`config.mk`:
```
export PLATFORM = sky130hd
export DESIGN_NAME = sync_ram_wr_flat
export DESIGN_NICKNAME = d
export VERILOG_FILES = /design/src/rtl/sync_ram_wr_pkg.sv /design/src/rtl/sync_ram_wr_if.sv /design/src/rtl/sync_ram_wr_ram_core.sv /design/src/rtl/sync_ram_wr.sv /design/src/flat_wrapper.sv
export SDC_FILE = /design/constraint.sdc
export NUM_CORES = 1
export LEC_CHECK = 0
export CORE_MARGIN = 5
export CORE_UTILIZATION = 46
export DETAILED_ROUTE_END_ITERATION = 16
export PLACE_DENSITY = 0.74
export SYNTH_ARGS = -nofsm -noshare
export SYNTH_HDL_FRONTEND = slang
export SYNTH_SLANG_ARGS = --single-unit
```
`constraint.sdc`:
```
create_clock -name clk -period 1.4 [get_ports clk]
set_input_delay 0.42 -clock clk [delete_from_list [all_inputs] [get_ports clk]]
set_output_delay 0.42 -clock clk [all_outputs]
set_load 0.005 [all_outputs]
```
`src/rtl/sync_ram_wr_pkg.sv`:
```
`default_nettype none
// ============================================================================
// Module   : mem_pkg
// Brief    : Shared state type and default geometry for the writable
//            synchronous lookup RAM.
// Revision : 1.0 - initial release
// ============================================================================
package mem_pkg;

    typedef enum logic {
        INIT = 1'b0,
        RUN  = 1'b1
    } ram_state_e;

    localparam int ADDR_W_DEF = 3;
    localparam int DATA_W_DEF = 2;

endpackage : mem_pkg
`default_nettype wire

```
`src/rtl/sync_ram_wr_if.sv`:
```
`default_nettype none
// ============================================================================
// Module   : sync_ram_wr_if
// Brief    : Write / read / response bus of the lookup RAM. The master loads
//            tables and issues reads; the slave is the RAM itself.
// Revision : 1.0 - initial release
// ============================================================================
interface sync_ram_wr_if
    import mem_pkg::*;
#(
    parameter int ADDR_W = ADDR_W_DEF,
    parameter int DATA_W = DATA_W_DEF
);

    logic              clr;
    logic              wr_valid;
    logic              wr_ready;
    logic [ADDR_W-1:0] wr_addr;
    logic [DATA_W-1:0] wr_data;
    logic              rd_valid;
    logic              rd_ready;
    logic [ADDR_W-1:0] rd_addr;
    logic              rsp_valid;
    logic [DATA_W-1:0] rsp_data;
    logic              init_done;

    modport master (
        output clr, wr_valid, wr_addr, wr_data, rd_valid, rd_addr,
        input  wr_ready, rd_ready, rsp_valid, rsp_data, init_done
    );

    modport slave (
        input  clr, wr_valid, wr_addr, wr_data, rd_valid, rd_addr,
        output wr_ready, rd_ready, rsp_valid, rsp_data, init_done
    );

endinterface : sync_ram_wr_if
`default_nettype wire

```
`src/rtl/sync_ram_wr_ram_core.sv`:
```
`default_nettype none
// ============================================================================
// Module   : ram_core
// Brief    : Plain storage array, one write port and one registered
//            read-first read port. No reset: contents are owned by the
//            caller's init sweep, and the read register holds when idle.
// Revision : 1.0 - initial release
// ============================================================================
module ram_core #(
    parameter int ADDR_W = 3,
    parameter int DATA_W = 2
) (
    input  wire logic              clk,
    input  wire logic              we,
    input  wire logic [ADDR_W-1:0] waddr,
    input  wire logic [DATA_W-1:0] wdata,
    input  wire logic              re,
    input  wire logic [ADDR_W-1:0] raddr,
    output logic      [DATA_W-1:0] rdata
);

    logic [DATA_W-1:0] mem [2**ADDR_W];

    // Write and read share one edge; the read samples the old word (read-first).
    always_ff @(posedge clk) begin
        if (we) begin
            mem[waddr] <= wdata;
        end
        if (re) begin
            rdata <= mem[raddr];
        end
    end

endmodule : ram_core
`default_nettype wire

```
`src/rtl/sync_ram_wr.sv`:
```
`default_nettype none
// ============================================================================
// Module   : sync_ram_wr
// Brief    : Run-time loadable lookup RAM. Sweeps every word to INIT_VAL after
//            reset or clr, then serves valid/ready writes and reads with a
//            one-cycle registered read response.
// Revision : 1.0 - initial release
// ============================================================================
module sync_ram_wr
    import mem_pkg::*;
#(
    parameter int                ADDR_W   = ADDR_W_DEF,
    parameter int                DATA_W   = DATA_W_DEF,
    parameter logic [DATA_W-1:0] INIT_VAL = '0
) (
    input  wire logic    clk,
    input  wire logic    rst_n,
    sync_ram_wr_if.slave bus
);

    localparam logic [ADDR_W-1:0] c_last_addr = '1;

    ram_state_e        state_q,     state_d;
    logic [ADDR_W-1:0] init_cnt_q,  init_cnt_d;
    logic              init_done_q, init_done_d;
    logic              rsp_valid_q, rsp_valid_d;
    // Set by the first accepted read; until then rsp_data reads as zero
    // because the core's read register has no reset.
    logic              rd_seen_q,   rd_seen_d;

    logic              w_run;
    logic              w_wr_fire;
    logic              w_rd_fire;
    logic              w_mem_we;
    logic [ADDR_W-1:0] w_mem_waddr;
    logic [DATA_W-1:0] w_mem_wdata;
    logic [DATA_W-1:0] w_core_rdata;

    assign w_run     = (state_q == RUN);
    assign w_wr_fire = bus.wr_valid & w_run;
    assign w_rd_fire = bus.rd_valid & w_run;

    // The sweep owns the write port while initialising.
    assign w_mem_we    = !w_run | w_wr_fire;
    assign w_mem_waddr = w_run ? bus.wr_addr : init_cnt_q;
    assign w_mem_wdata = w_run ? bus.wr_data : INIT_VAL;

    ram_core #(
        .ADDR_W (ADDR_W),
        .DATA_W (DATA_W)
    ) u_core (
        .clk   (clk),
        .we    (w_mem_we),
        .waddr (w_mem_waddr),
        .wdata (w_mem_wdata),
        .re    (w_rd_fire),
        .raddr (bus.rd_addr),
        .rdata (w_core_rdata)
    );

    // Next-state: sweep counter, INIT/RUN transitions and response flags.
    always_comb begin
        state_d     = state_q;
        init_cnt_d  = init_cnt_q;
        init_done_d = init_done_q;
        rsp_valid_d = w_rd_fire;
        rd_seen_d   = rd_seen_q | w_rd_fire;
        case (state_q)
            INIT: begin
                if (bus.clr) begin
                    init_cnt_d = '0;
                end else if (init_cnt_q == c_last_addr) begin
                    init_cnt_d  = '0;
                    state_d     = RUN;
                    init_done_d = 1'b1;
                end else begin
                    init_cnt_d = init_cnt_q + 1'b1;
                end
            end
            RUN: begin
                if (bus.clr) begin
                    state_d     = INIT;
                    init_cnt_d  = '0;
                    init_done_d = 1'b0;
                end
            end
            default: begin
                state_d    = INIT;
                init_cnt_d = '0;
            end
        endcase
    end

    // Control state registers; reset drops any in-flight response.
    always_ff @(posedge clk or negedge rst_n) begin
        if (!rst_n) begin
            state_q     <= INIT;
            init_cnt_q  <= '0;
            init_done_q <= 1'b0;
            rsp_valid_q <= 1'b0;
            rd_seen_q   <= 1'b0;
        end else begin
            state_q     <= state_d;
            init_cnt_q  <= init_cnt_d;
            init_done_q <= init_done_d;
            rsp_valid_q <= rsp_valid_d;
            rd_seen_q   <= rd_seen_d;
        end
    end

    assign bus.wr_ready  = w_run;
    assign bus.rd_ready  = w_run;
    assign bus.rsp_valid = rsp_valid_q;
    assign bus.rsp_data  = rd_seen_q ? w_core_rdata : '0;
    assign bus.init_done = init_done_q;

endmodule : sync_ram_wr
`default_nettype wire

```
`src/flat_wrapper.sv`:
```
// flat-port wrapper written by rule: the top's interface ports become plain ports
module sync_ram_wr_flat import mem_pkg::*;
#(
    parameter int                ADDR_W   = ADDR_W_DEF,
    parameter int                DATA_W   = DATA_W_DEF,
    parameter logic [DATA_W-1:0] INIT_VAL = '0
)
  (clk, rst_n, bus_clr, bus_wr_valid, bus_wr_addr, bus_wr_data, bus_rd_valid, bus_rd_addr, bus_wr_ready, bus_rd_ready, bus_rsp_valid, bus_rsp_data, bus_init_done);
  sync_ram_wr_if #(.ADDR_W(ADDR_W), .DATA_W(DATA_W)) bus_i ();
  input  wire logic clk;
  input  wire logic rst_n;
  input wire logic [$bits(bus_i.clr)-1:0] bus_clr;
  input wire logic [$bits(bus_i.wr_valid)-1:0] bus_wr_valid;
  input wire logic [$bits(bus_i.wr_addr)-1:0] bus_wr_addr;
  input wire logic [$bits(bus_i.wr_data)-1:0] bus_wr_data;
  input wire logic [$bits(bus_i.rd_valid)-1:0] bus_rd_valid;
  input wire logic [$bits(bus_i.rd_addr)-1:0] bus_rd_addr;
  output wire logic [$bits(bus_i.wr_ready)-1:0] bus_wr_ready;
  output wire logic [$bits(bus_i.rd_ready)-1:0] bus_rd_ready;
  output wire logic [$bits(bus_i.rsp_valid)-1:0] bus_rsp_valid;
  output wire logic [$bits(bus_i.rsp_data)-1:0] bus_rsp_data;
  output wire logic [$bits(bus_i.init_done)-1:0] bus_init_done;
  assign bus_i.clr = bus_clr;
  assign bus_i.wr_valid = bus_wr_valid;
  assign bus_i.wr_addr = bus_wr_addr;
  assign bus_i.wr_data = bus_wr_data;
  assign bus_i.rd_valid = bus_rd_valid;
  assign bus_i.rd_addr = bus_rd_addr;
  assign bus_wr_ready = bus_i.wr_ready;
  assign bus_rd_ready = bus_i.rd_ready;
  assign bus_rsp_valid = bus_i.rsp_valid;
  assign bus_rsp_data = bus_i.rsp_data;
  assign bus_init_done = bus_i.init_done;
  sync_ram_wr #(.ADDR_W(ADDR_W), .DATA_W(DATA_W), .INIT_VAL(INIT_VAL)) u_core (.clk(clk), .rst_n(rst_n), .bus(bus_i));
endmodule
```
==> metrics.csv <==
metric,value,unit
status,finished clean,
fp.dieH,58.95,um
synth.net_count,92,
timing_worst_slew_pin_value,347.2,ps
seq_area_frac_synth,64.93,%
crit_share_post_route,99.51,%
drt-pass1-iter-count,4,
p_per_area,962.8,nW/um^2
arrival,970,ps
fin_skew,2.726,ps
final_common_cell,edfxtp_1,
numPortBuffers,18,
drt.antenna.violating_nets,0,
critPathLaunchType,flop,
final_period_minus_worst_setup_slack,1393,ps
insertedDiodeCount,0,
synthesis.area,1102,um^2
critical_path_required,980,ps
pwr-share-comb,13.4,%
worst_slew_slack_as_a_fraction_of_its_limit,76.78,%
number_of_standard_cells_in_the_layout_taps_in_and_fillers_out,134,
vias,712,
remaining_drc_errors,0,
vias_per_cell,5.313,
critical-path-max-stage-delay,380,ps
cts-root-buf,clkbuf_4,
power_share_of_the_sequential_group,63.4,%
route.met2.wl,1003,um
post_synth_inst_count,77,
die_w,58.95,um
final-max-slew-violation-count,0,
worst_skew_pair.late_latency,310,ps
initial_utilization,48.89,%
nature_of_the_critical_path_endpoint,output pin,
switching_power_summed_over_all_nets,0.3063,mW
power.share.clock,23.2,%
cts.htree.levels,1,
synth_seq_cells,25,
fp-row-count,17,
routed_wirelength,1989,um
gp_routability_congestion,0.8095,
syn_to_final_growth,26.79,%
worst-path-max-fanout,1,
power.static_leakage,0.5645,nW
ios,19,
global_route_wire_length_before_repair,3332,um
finalSetupViolations,0,
routed.top_layer,met4,
grt_setup_unrepaired,true,
maximum_root_to_sink_buffer_count,2,
critical-path-slowest-cell,edfxtp_1,
die_area,3475,um^2
overflow_left_after_global_routing,0,
cts-buffers-inserted,3,
post-layout-total-power,1.346,mW
hpwl_reported_at_the_end_of_detailed_placement,1505,um
cts.reportedPaths.clkPinSlew,130,ps
tritoncts_clock_tree,done,
fin_tns_setup,0,ps
dp.cells,128,
synth_cell_types,21,
clock_sinks,25,
pin_count_of_the_biggest_net_entering_global_routing,15,
setup.worst_path.class,flop to output pin,
via_count_of_the_first_global_routing_pass,721,
drive_gt1_share,31.13,%
design.final.nets,122,
gr-usage-all-layers,13.11,%
layout.cells.most_common_list,"edfxtp_1, clkdlybuf4s50_1, buf_4",
max_clock_freq,717.8,MHz
internal_power,1.039,mW
antenna_found_initial,0,
hp-class,input pin to asynchronous set/reset pin,
drv.max_cap_violation_count,0,
routed-wl-met3,86,um
detail_route.wl_per_cell,14.84,um
synth.yosys.warnings,0,
floorplan.core_area,2255,um^2
nFillCells,187,
path_cells,"and2_1, buf_2",
switching_share,22.76,%
max-vdd-ir-drop,0.6988,mV
routedLengthMet1,866,um
hold_viol,0,
syn-mean-instance-area,14.32,um^2
dr.first_iter.drc_count,9,
state kept, by name (all words and copies together), names as in the netlist:
name,count
u_core.bus.init_done,1
u_core.bus.rd_ready,1
u_core.bus.rsp_valid,1
u_core.init_cnt_q,3
u_core.rd_seen_q,1
u_core.u_core.mem,16
u_core.u_core.rdata,2
critical path: cells and delay by family, from the launching register on:
kind                   cells  cell delay, ps
DFF                        1             380
buffers and inverters      1             120
and+or+nand+nor            1             160
path summary, 6_finish.rpt:
| check | start | to | slack, ps | depth (start not counted) |
|---|---|---|---|---|
| max | u_core.u_core.rdata[1] | bus_rsp_data[1] | 7 | 2 |
| min | rst_n | u_core.init_cnt_q[1] | 360 | 1 |
| max reg2reg | u_core.u_core.mem[4][0] | u_core.u_core.rdata[0] | 20 | 2 |
| min reg2reg | u_core.rd_seen_q | u_core.rd_seen_q | 500 | 1 |
| max in group asynchronous | rst_n | u_core.bus.init_done | 790 | 1 |
| min in group clk | u_core.rd_seen_q | u_core.rd_seen_q | 500 | 1 |
timing repair:
item                                    in CTS  in global routing
buffers inserted                             3                  0
endpoints found under the setup margin      16                 24
hold buffers                                 0                  0
hold endpoints to repair                     0                  0
gates resized for setup                     27                  4
pin swaps                                    4                  4
area by class of cell:
type / instances / area [um^2] / share of cell area [%]
tap: 28 / 35.03 / 2.507
clock buffer: 3 / 22.52 / 1.611
inverter: 3 / 11.26 / 0.8057
multi-input combinational: 46 / 372.9 / 26.68
clock inverter: 1 / 5.005 / 0.3581
sequential: 25 / 715.7 / 51.21
timing repair buffer: 28 / 235.2 / 16.83
synth_stat cells, drive strengths merged:
cell type | instances | area, um^2
a21oi | 4 | 20.02
a31oi | 3 | 18.77
and2 | 5 | 31.28
and3 | 2 | 12.51
and3b | 1 | 8.760
buf | 2 | 12.51
clkbuf | 1 | 3.750
dfrtp | 7 | 175.2
edfxtp | 18 | 540.5
ha | 2 | 25.02
inv | 3 | 11.26
mux2 | 2 | 22.52
mux2i | 2 | 20.02
mux4 | 4 | 105.1
nand2 | 1 | 3.750
nor2 | 15 | 56.30
nor3 | 2 | 10.01
o2bb2ai | 1 | 8.760
o32a | 1 | 10.01
or2 | 1 | 6.260
metrics by stage:
step	instance area, um^2	hold slack (ps)	worst slack, ps	util (%)
2_1_floorplan	1099	124.4	-3.969	-
3_3_place_gp	1354	463.3	-686.8	60.04
3_5_place_dp	1354	478.5	-709.5	60.04
4_1_cts	1389	362.5	-30.95	61.60
5_1_grt	1398	372.0	-45.29	61.99
6_report	1398	360.2	6.924	61.99
power by group through the flow:
stage / sequential [mW] / clock, mW / combinational (mW)
final: 0.853 / 0.312 / 0.181
after global routing: 0.857 / 0.340 / 0.198
after CTS: 0.853 / 0.317 / 0.178
after detailed placement: 0.869 / 0 / 0.178
after global placement: 0.867 / 0 / 0.173
after floorplan: 0.861 / 0 / 0.0948
cell families after synthesis:
kind of cell,Yosys count,share of synthesized area (%)
buf+inv,6,2.497
simple gates,27,11.69
flops,25,64.93
mux,8,13.39
compound gates,9,5.222
fa+ha+maj,2,2.270
metal layers:
metal  global-route usage (%)  vias to the layer above
met5                        0                        -
met4                    5.825                        0
met3                    2.851                        4
met2                    20.98                       12
met1                    17.02                      354
li1                         -                      342
Power figures use the tool's default switching activity.
